**src/rtl/mcu_pkg.sv**
```systemverilog
// Shared definitions for the 8-bit microcontroller control unit: FSM states,
// instruction class codes, ALU mode codes and flag bit positions.
package mcu_pkg;

  typedef enum logic [2:0] {
    ST_FETCH     = 3'd0,
    ST_DECODE    = 3'd1,
    ST_EXECUTE   = 3'd2,
    ST_WRITEBACK = 3'd3,
    ST_HALT      = 3'd4
  } state_t;

  // Instruction class, taken from IR[15:14]
  localparam logic [1:0] CLS_ALU_REG = 2'b00;
  localparam logic [1:0] CLS_ALU_IMM = 2'b01;
  localparam logic [1:0] CLS_JMP     = 2'b10;
  localparam logic [1:0] CLS_SYS     = 2'b11;

  // Jump condition codes, taken from IR[13:12]
  localparam logic [1:0] COND_ALWAYS = 2'b00;
  localparam logic [1:0] COND_Z      = 2'b01;
  localparam logic [1:0] COND_C      = 2'b10;
  localparam logic [1:0] COND_S      = 2'b11;

  // System sub-operation selecting HALT, taken from IR[13:12]
  localparam logic [1:0] SYS_HALT = 2'b01;

  // ALU operation codes driven on alu_mode
  localparam logic [3:0] ALU_ADD  = 4'b0000;
  localparam logic [3:0] ALU_SUB  = 4'b0001;
  localparam logic [3:0] ALU_PASS = 4'b0010;
  localparam logic [3:0] ALU_OR   = 4'b0011;
  localparam logic [3:0] ALU_AND  = 4'b0100;
  localparam logic [3:0] ALU_XOR  = 4'b0101;
  localparam logic [3:0] ALU_NOT  = 4'b0110;
  localparam logic [3:0] ALU_ADC  = 4'b0111;
  localparam logic [3:0] ALU_SBC  = 4'b1000;
  localparam logic [3:0] ALU_CMP  = 4'b1001;
  localparam logic [3:0] ALU_SHL  = 4'b1010;
  localparam logic [3:0] ALU_SHR  = 4'b1011;
  localparam logic [3:0] ALU_ROL  = 4'b1100;
  localparam logic [3:0] ALU_ROR  = 4'b1101;
  localparam logic [3:0] ALU_SWAP = 4'b1110;
  localparam logic [3:0] ALU_NEG  = 4'b1111;

  // Bit positions inside the {Z,C,S,O} flag nibble
  localparam int FLG_Z = 3;
  localparam int FLG_C = 2;
  localparam int FLG_S = 1;
  localparam int FLG_O = 0;

  // Only arithmetic modes produce a meaningful carry; all others keep C
  function automatic logic modeWritesCarry(input logic [3:0] mode);
    case (mode)
      ALU_ADD, ALU_SUB, ALU_ADC, ALU_SBC, ALU_CMP, ALU_NEG: return 1'b1;
      default:                                             return 1'b0;
    endcase
  endfunction

endpackage

```
**src/rtl/mcu_regfile.sv**
```systemverilog
// 16 x 8 general-purpose register file: one combinational read port and
// one synchronous write port, cleared by the asynchronous reset.
module mcu_regfile
  import mcu_pkg::*;
(
  input  logic       clk,
  input  logic       rst_n,
  input  logic       i_wrEn,
  input  logic [3:0] i_wrAddr,
  input  logic [7:0] i_wrData,
  input  logic [3:0] i_rdAddr,
  output logic [7:0] o_rdData
);

  logic [7:0] r_mem [16];

  // Clear every register on reset, otherwise write one entry when enabled
  always_ff @(posedge clk or negedge rst_n) begin
    if (!rst_n) begin
      for (int i = 0; i < 16; i++) begin
        r_mem[i] <= 8'h00;
      end
    end else if (i_wrEn) begin
      r_mem[i_wrAddr] <= i_wrData;
    end
  end

  assign o_rdData = r_mem[i_rdAddr];

endmodule

```
**src/rtl/mcu_sequencer.sv**
```systemverilog
// Multi-cycle control unit: fetches 16-bit instructions, drives the ALU,
// writes results back to ACC or the register file and resolves jumps.
module mcu_sequencer
  import mcu_pkg::*;
#(
  parameter logic [7:0] RESET_PC = 8'h00
) (
  input  logic        clk,
  input  logic        rst_n,
  output logic        imem_req,
  output logic [7:0]  imem_addr,
  input  logic [15:0] imem_data,
  input  logic        imem_valid,
  output logic        alu_en,
  output logic [3:0]  alu_mode,
  output logic [7:0]  alu_op1,
  output logic [7:0]  alu_op2,
  output logic [3:0]  alu_rflags,
  input  logic [7:0]  alu_result,
  input  logic [3:0]  alu_wflags,
  output logic [7:0]  acc,
  output logic        halted
);

  state_t      r_state;
  logic [7:0]  r_pc;
  logic [15:0] r_ir;
  logic [7:0]  r_acc;
  logic [3:0]  r_flags;
  logic        r_aluEn;
  logic [3:0]  r_aluMode;
  logic        r_halted;

  logic [1:0]  w_class;
  logic        w_destReg;
  logic        w_rfWrEn;
  logic [7:0]  w_rdData;
  logic        w_jmpTaken;

  assign w_class   = r_ir[15:14];
  assign w_destReg = (w_class == CLS_ALU_REG) && r_ir[9];
  assign w_rfWrEn  = (r_state == ST_WRITEBACK) && w_destReg;

  mcu_regfile u_regfile (
    .clk      (clk),
    .rst_n    (rst_n),
    .i_wrEn   (w_rfWrEn),
    .i_wrAddr (r_ir[3:0]),
    .i_wrData (alu_result),
    .i_rdAddr (r_ir[3:0]),
    .o_rdData (w_rdData)
  );

  // Resolve the jump condition against the stored flags; cond 00 ignores invert
  always_comb begin
    w_jmpTaken = 1'b0;
    case (r_ir[13:12])
      COND_ALWAYS: w_jmpTaken = 1'b1;
      COND_Z:      w_jmpTaken = r_flags[FLG_Z] ^ r_ir[11];
      COND_C:      w_jmpTaken = r_flags[FLG_C] ^ r_ir[11];
      COND_S:      w_jmpTaken = r_flags[FLG_S] ^ r_ir[11];
      default:     w_jmpTaken = 1'b0;
    endcase
  end

  // Main control FSM with PC, IR, ACC, flags and registered ALU controls
  always_ff @(posedge clk or negedge rst_n) begin
    if (!rst_n) begin
      r_state   <= ST_FETCH;
      r_pc      <= RESET_PC;
      r_ir      <= 16'h0000;
      r_acc     <= 8'h00;
      r_flags   <= 4'b0000;
      r_aluEn   <= 1'b0;
      r_aluMode <= 4'b0000;
      r_halted  <= 1'b0;
    end else begin
      case (r_state)
        ST_FETCH: begin
          if (imem_valid) begin
            r_ir    <= imem_data;
            r_pc    <= r_pc + 8'd1;
            r_state <= ST_DECODE;
          end
        end
        ST_DECODE: begin
          case (w_class)
            CLS_ALU_REG, CLS_ALU_IMM: begin
              r_aluEn   <= 1'b1;
              r_aluMode <= r_ir[13:10];
              r_state   <= ST_EXECUTE;
            end
            CLS_JMP: begin
              if (w_jmpTaken) begin
                r_pc <= r_ir[7:0];
              end
              r_state <= ST_FETCH;
            end
            default: begin
              if (r_ir[13:12] == SYS_HALT) begin
                r_halted <= 1'b1;
                r_state  <= ST_HALT;
              end else begin
                r_state <= ST_FETCH;
              end
            end
          endcase
        end
        ST_EXECUTE: begin
          r_state <= ST_WRITEBACK;
        end
        ST_WRITEBACK: begin
          if (!w_destReg) begin
            r_acc <= alu_result;
          end
          r_flags[FLG_Z] <= alu_wflags[FLG_Z];
          r_flags[FLG_S] <= alu_wflags[FLG_S];
          r_flags[FLG_O] <= alu_wflags[FLG_O];
          if (modeWritesCarry(r_aluMode)) begin
            r_flags[FLG_C] <= alu_wflags[FLG_C];
          end
          r_aluEn   <= 1'b0;
          r_aluMode <= 4'b0000;
          r_state   <= ST_FETCH;
        end
        ST_HALT: begin
          r_state <= ST_HALT;
        end
        default: begin
          r_state <= ST_FETCH;
        end
      endcase
    end
  end

  assign imem_req   = (r_state == ST_FETCH) && rst_n;
  assign imem_addr  = r_pc;
  assign alu_en     = r_aluEn;
  assign alu_mode   = r_aluMode;
  assign alu_op1    = !r_aluEn ? 8'h00 : (w_class == CLS_ALU_IMM) ? r_ir[7:0] : w_rdData;
  assign alu_op2    = r_aluEn ? r_acc : 8'h00;
  assign alu_rflags = r_flags;
  assign acc        = r_acc;
  assign halted     = r_halted;

endmodule

```
**config.mk**
```make
export PLATFORM = sky130hd
export DESIGN_NAME = mcu_sequencer
export DESIGN_NICKNAME = d
export VERILOG_FILES = /design/src/rtl/mcu_pkg.sv /design/src/rtl/mcu_regfile.sv /design/src/rtl/mcu_sequencer.sv
export SDC_FILE = /design/constraint.sdc
export NUM_CORES = 1
export LEC_CHECK = 0
export ABC_AREA = 1
export CAP_MARGIN = 10
export CORE_MARGIN = 1
export CORE_UTILIZATION = 64
export DETAILED_ROUTE_END_ITERATION = 10
export DONT_BUFFER_PORTS = 1
export PLACE_DENSITY = 0.84
export SETUP_SLACK_MARGIN = 0.05
export SYNTH_ARGS = -nofsm -noshare
export SYNTH_HDL_FRONTEND = slang
export SYNTH_SLANG_ARGS = --single-unit
```
**constraint.sdc**
```tcl
create_clock -name clk -period 3 [get_ports clk]
set_clock_uncertainty 0.15 [all_clocks]
set_input_delay 0.9 -clock clk [delete_from_list [all_inputs] [get_ports clk]]
set_output_delay 0.9 -clock clk [all_outputs]
set_load 0.005 [all_outputs]
```
After elaboration in Yosys (flattened, before gate mapping)
Index checks and enable logic that the tools add are counted.

word-level totals
  bits in registers = 173
  latch bits = 0
  memory bits (writable) = 0
  bits in read-only memories = 0
  input port bits = 31
  output and inout bits = 43
  word-level logic and storage cells = 95
  memories kept = 0

cells by class
  add/subtract/negate cells = 1
  $mul = 0
  divide/modulo/power cells = 0
  $lt $le $gt $ge = 2
  eq/ne operators = 18
  shift operators = 0
  muxes and demuxes = 24
  bitwise operators = 6
  reduce and logical (&&, ||, !) cells = 19

operators by type and width
  cell                                                                    number
  128-bit bitwise mux                                                     1
  8-bit 2-to-1 mux                                                        9
  8-bit binary-select mux with 4-bit select                               1
  8-bit demux with 4-bit select                                           1
  8-bit one-hot mux with 2 select lines                                   1
  4-bit equality test (second input constant)                             3
  3-bit one-hot mux with 4 select lines                                   1
  8-bit by 1-bit adder with 8-bit output (second input constant)          1
  2-bit inequality test (second input constant)                           4
  4-bit one-hot mux with 2 select lines                                   1
  2-bit AND reduction                                                     4
  2-bit equality test (second input constant)                             3
  3-bit by 2-bit equality test with 1-bit output (second input constant)  2
  3-bit 2-to-1 mux                                                        2
  3-bit one-hot mux with 2 select lines                                   1
  6-bit OR reduction                                                      1
  5-bit >= comparator (second input constant)                             1
  5-bit by 1-bit < comparator with 1-bit output (second input constant)   1
  4-bit inverter with 5-bit output                                        1
  2-bit by 1-bit equality test with 1-bit output (second input constant)  2
  4-bit by 1-bit equality test with 1-bit output (second input constant)  1
  4-bit by 3-bit equality test with 1-bit output (second input constant)  1
  1-bit logical AND                                                       4
  2-bit logical NOT                                                       2
  15 further kinds                                                        21

Logic depth before layout (Yosys ltp)
  depth in word-level cells = 6
  depth in mapped cells = 10
  mapped depth without buffers = 9

Modules after synthesis
From an unflattened synthesis, not the netlist that was laid out.

second synthesis, totals
  cell total of the unflattened synthesis = 1,113
  area total of the unflattened synthesis = 8,499.4 um2

by module, submodules not included
  module         times used  cells an instance  area an instance (um2)  seq. area each (um2)
  mcu_regfile    1           850                6,271.0                 3,203.1
  mcu_sequencer  1           263                2,228.4                 1,101.1

Worst setup path before layout
OpenSTA, ideal clock, no wires.

  path type = reg2out
  start = register r_ir[1]
  end = output alu_op1[1]
  data arrival time = 1.451 ns
  data required time = 1.950 ns
  path slack = 0.499 ns
  stages on the path, launching flop included = 10
  buffers on the path = 2
  cell sequence = dfrtp_1 -> inv_1 -> buf_2 -> buf_2 -> nand3_1 -> nand4_1 -> nand2_1 -> nand2_1 -> nor2_1 -> nor2_1

on the way
  word-level cells in the longest chain between the ends = 6

ends and longest elaborated chain
  item                                                    RTL line              RTL
  start, declared                                         mcu_sequencer.sv:27   logic [15:0] r_ir;
  start signal, assigned                                  mcu_sequencer.sv:81   r_ir <= imem_data;
  4-bit inverter with 5-bit output (not written as such)  mcu_regfile.sv:28     assign o_rdData = r_mem[i_rdAddr];
  8-bit binary-select mux with 4-bit select               mcu_regfile.sv:28
  8-bit 2-to-1 mux (not written as such) (2 in series)    mcu_regfile.sv:28
  8-bit 2-to-1 mux * (2 in series)                        mcu_sequencer.sv:140  assign alu_op1 = !r_aluEn ? 8'h00 : (w_class == CLS_ALU_IMM) ? r_ir[7:0] : w_rdData;
  end, declared                                           mcu_sequencer.sv:16   output logic [7:0] alu_op1,

Mark *: on every way between the ends. The rest lies on a longest branch, timed or not. The select of a mux whose other input is x is not followed.

Worst setup path in the final report
  start = register r_ir[0]
  end = output alu_op1[1]

on the way
  word-level cells in the longest chain between the ends = 6

ends and longest elaborated chain
  item                                                    RTL line
  4-bit inverter with 5-bit output (not written as such)  mcu_regfile.sv:28
  8-bit binary-select mux with 4-bit select               mcu_regfile.sv:28
  8-bit 2-to-1 mux (not written as such) (2 in series)    mcu_regfile.sv:28
  8-bit 2-to-1 mux (2 in series)                          mcu_sequencer.sv:140

Every way passes these cells. The select of a mux whose other input is x is not followed.

==> flow_summary.ini <==
[synthesis]
synth_area_per_cell_um2 = 7.99
netlist_instances = 1041
ys_seq_elements = 172
ys_types = 32
synth_nets = 1073
ys_async_sr_fraction = 1.00
synth-main-ff-cell = dfrtp_1
synthesis.area_um2 = 8320
synth_edf_count = 0
yosysSeqAreaShare = 0.517
yosysWarnings = 0

[power_and_ir_drop]
p_clk_frac = 0.245
ir_worst_vdd_mv = 0.617
intPower_mw = 6.10
p_leak_nw = 4.94
pwr-share-seq = 0.320
totalPowerFinal_mw = 10.3
switching_power_mw = 4.25
power_density_nw_per_um2 = 1090
switching_share = 0.411
comb_power_share = 0.435

[floorplanning]
fp.dieH_um = 116
die-width_um = 116
rows = 41
initial_core_util = 0.656
die_area_um2 = 13500
coreArea_um2 = 12700
boundaryPins = 74

[global_routing]
grt_start_max_net_pins = 174
grt_pass1_wl_mm = 35.4
grt_pass1_vias = 6923
antenna_found_initial = 0
gr-usage-all-layers = 0.353
gr-total-overflow = 0

[setup_path]
cp_common_cell = nand2_1
required_ns = 1.95
worstPathArrival_ns = 2.02
crit_buf_inv = 2
worstSetupEndpointType = output pin
r2r_start = r_ir[15]
cp_slowest_cell = dfrtp_2
startpoint_type = flip-flop
cpPeakStageDelay_ns = 0.49
cp_max_fo = 9
crit_start = r_ir[0]
path_cells = clkinv_8, buf_12, nand2_1, nand2_1, nand2_1, nand2_1, nand2_1, nand3_2, nor2_2, nor2_2
crit_family = simple AND/OR/NAND/NOR gates
critical_path_class = reg2out

[outcome]
status = finished, violations left
violations = setup timing

[clock_network]
cts-buffers-inserted = 17
cts_max_level = 4
clk_latency_ns = 0.43
clock_sinks = 172
clock_path_buffers = 2
cts_tree = built
cts-root-buf = clkbuf_16
clkTransAtPathRegs_ns = 0.06

[timing]
fmax_ghz = 0.326
rsz0062_at_grt = yes
relSlewSlack = 0.496
max_slew.worst_pin.slew_ns = 0.754
finalSetupViolCount = 4
slew_viol_final = 0
setup_tns_ns = -0.147
holdWs_ns = 0.0106
fin_crit_ns = 3.07
setup_ws_ns = -0.0710
finalHoldViolCount = 0
min_period_over_period = 1.02

[final_layout]
synthToLayoutAreaGrowth_pct = 14.4
diodes = 0
nNetsFinal = 1063
layout-drive-gt1-share = 0.124

[routing]
via_per_inst = 6.11
wl_per_cell_um = 18.9
drc_errors = 0
totalWireLength_mm = 22.9
drt_iter0_drc = 984
drtAntennaViolNets = 0
first_pass_iters = 5
vias = 7427

[run]
maxCapViolations = 0

[placement]
hpwl_mm = 12.0
gp_congestion = 0.831
io_buffers = 0

[hold_path]
holdCritPathClass = in2async
-- power groups by stage --
stage          Sequential [mW]  Combinational, mW  Clock (mW)
2_1_floorplan             3.18               2.61           0
5_1_grt                   3.38               4.94        2.63
3_3_place_gp              3.28               3.31           0
4_1_cts                   3.28               3.95        2.54
3_5_place_dp              3.30               3.38           0
6_report                  3.31               4.50        2.54
-- synthesized netlist by cell type, types with 2 or more instances --
cell type,count,area share
a21oi_1,11,0.0066
buf_1,2,0.00090
buf_2,19,0.011
buf_4,3,0.0027
buf_6,10,0.014
clkbuf_1,25,0.011
dfrtp_1,172,0.52
inv_1,38,0.017
mux2_2,5,0.0068
nand2_1,461,0.21
nand3_1,64,0.039
nand4_1,17,0.013
nand4_4,10,0.026
nor2_1,34,0.015
o211ai_1,2,0.0018
o21ai_0,141,0.085
o21ai_1,10,0.0060
o21bai_1,2,0.0018
o22ai_1,2,0.0015
-- through the flow --
step	instance area, um^2	util	instances	setup slack, ns
3_3_place_gp	8330	0.658	1168	0.332
4_1_cts	9310	0.735	1209	0.0515
6_report	9510	0.751	1216	-0.0710
3_5_place_dp	8330	0.658	1168	0.326
5_1_grt	9510	0.751	1216	-0.0979
2_1_floorplan	8320	-	1041	0.499
-- cells in the final DEF (no fill, tap or decap), drive strengths merged, types with 5 or more instances in the layout --
cell	Yosys	layout
a21oi	11	11
buf	35	29
bufinv	0	6
clkbuf	25	23
clkinv	1	7
dfrtp	172	172
inv	39	37
mux2	5	5
nand2	461	461
nand3	66	66
nand4	27	27
nor2	36	36
o21ai	151	151
-- final timing paths --
check                                           end  slack (ns)  cells past startpoint
worst max-delay path                     alu_op1[1]       -0.07                     10
worst min-delay path            u_regfile.r_mem[41]        0.01                      0
worst max register to register   u_regfile.r_mem[1]        0.15                      5
worst min register to register  u_regfile.r_mem[16]        0.34                      2
max in group asynchronous                   r_ir[0]        2.44                      0
min in group clk                u_regfile.r_mem[16]        0.34                      2
-- layout make-up --
class	instances	area [um^2]
multi-input combinational	769	3660
clock inverter	11	213
timing repair buffer	31	473
fill	851	3160
sequential	172	4310
tap	172	215
clock buffer	21	470
inverter	40	169
-- sequential cells by signal (all words and copies together), names as in the netlist --
register         cells
r_state              3
alu_rflags           4
alu_mode             4
halted               1
imem_addr            8
alu_en               1
u_regfile.r_mem    128
acc                  8
r_ir                15
-- layer usage --
layer	track usage	wire, um	vias up
li1	-	-	3357
met1	0.454	8900	3569
met2	0.562	11100	415
met3	0.0853	1940	86
met4	0.179	944	0
met5	0	0	-
-- kinds of logic (layout without fill, tap and decap cells) --
group,after synthesis,after routing,share of synthesized area
AO/OA/AOI/OAI,171,171,0.107
flip-flops,172,172,0.517
multiplexers,5,5,0.00677
adder cells (fa/ha/maj),1,1,0.00150
buffers and inverters,100,103,0.0603
AND/OR/NAND/NOR,592,592,0.307
-- repair_timing --
item                       CTS  global route
resized for setup           31            34
hold buffers                 0             0
setup endpoints to repair    8             8
pin swaps                   12             3
cloned                       6             3
buffers inserted             3             4
No activity file was read; power rests on OpenSTA's default activity.
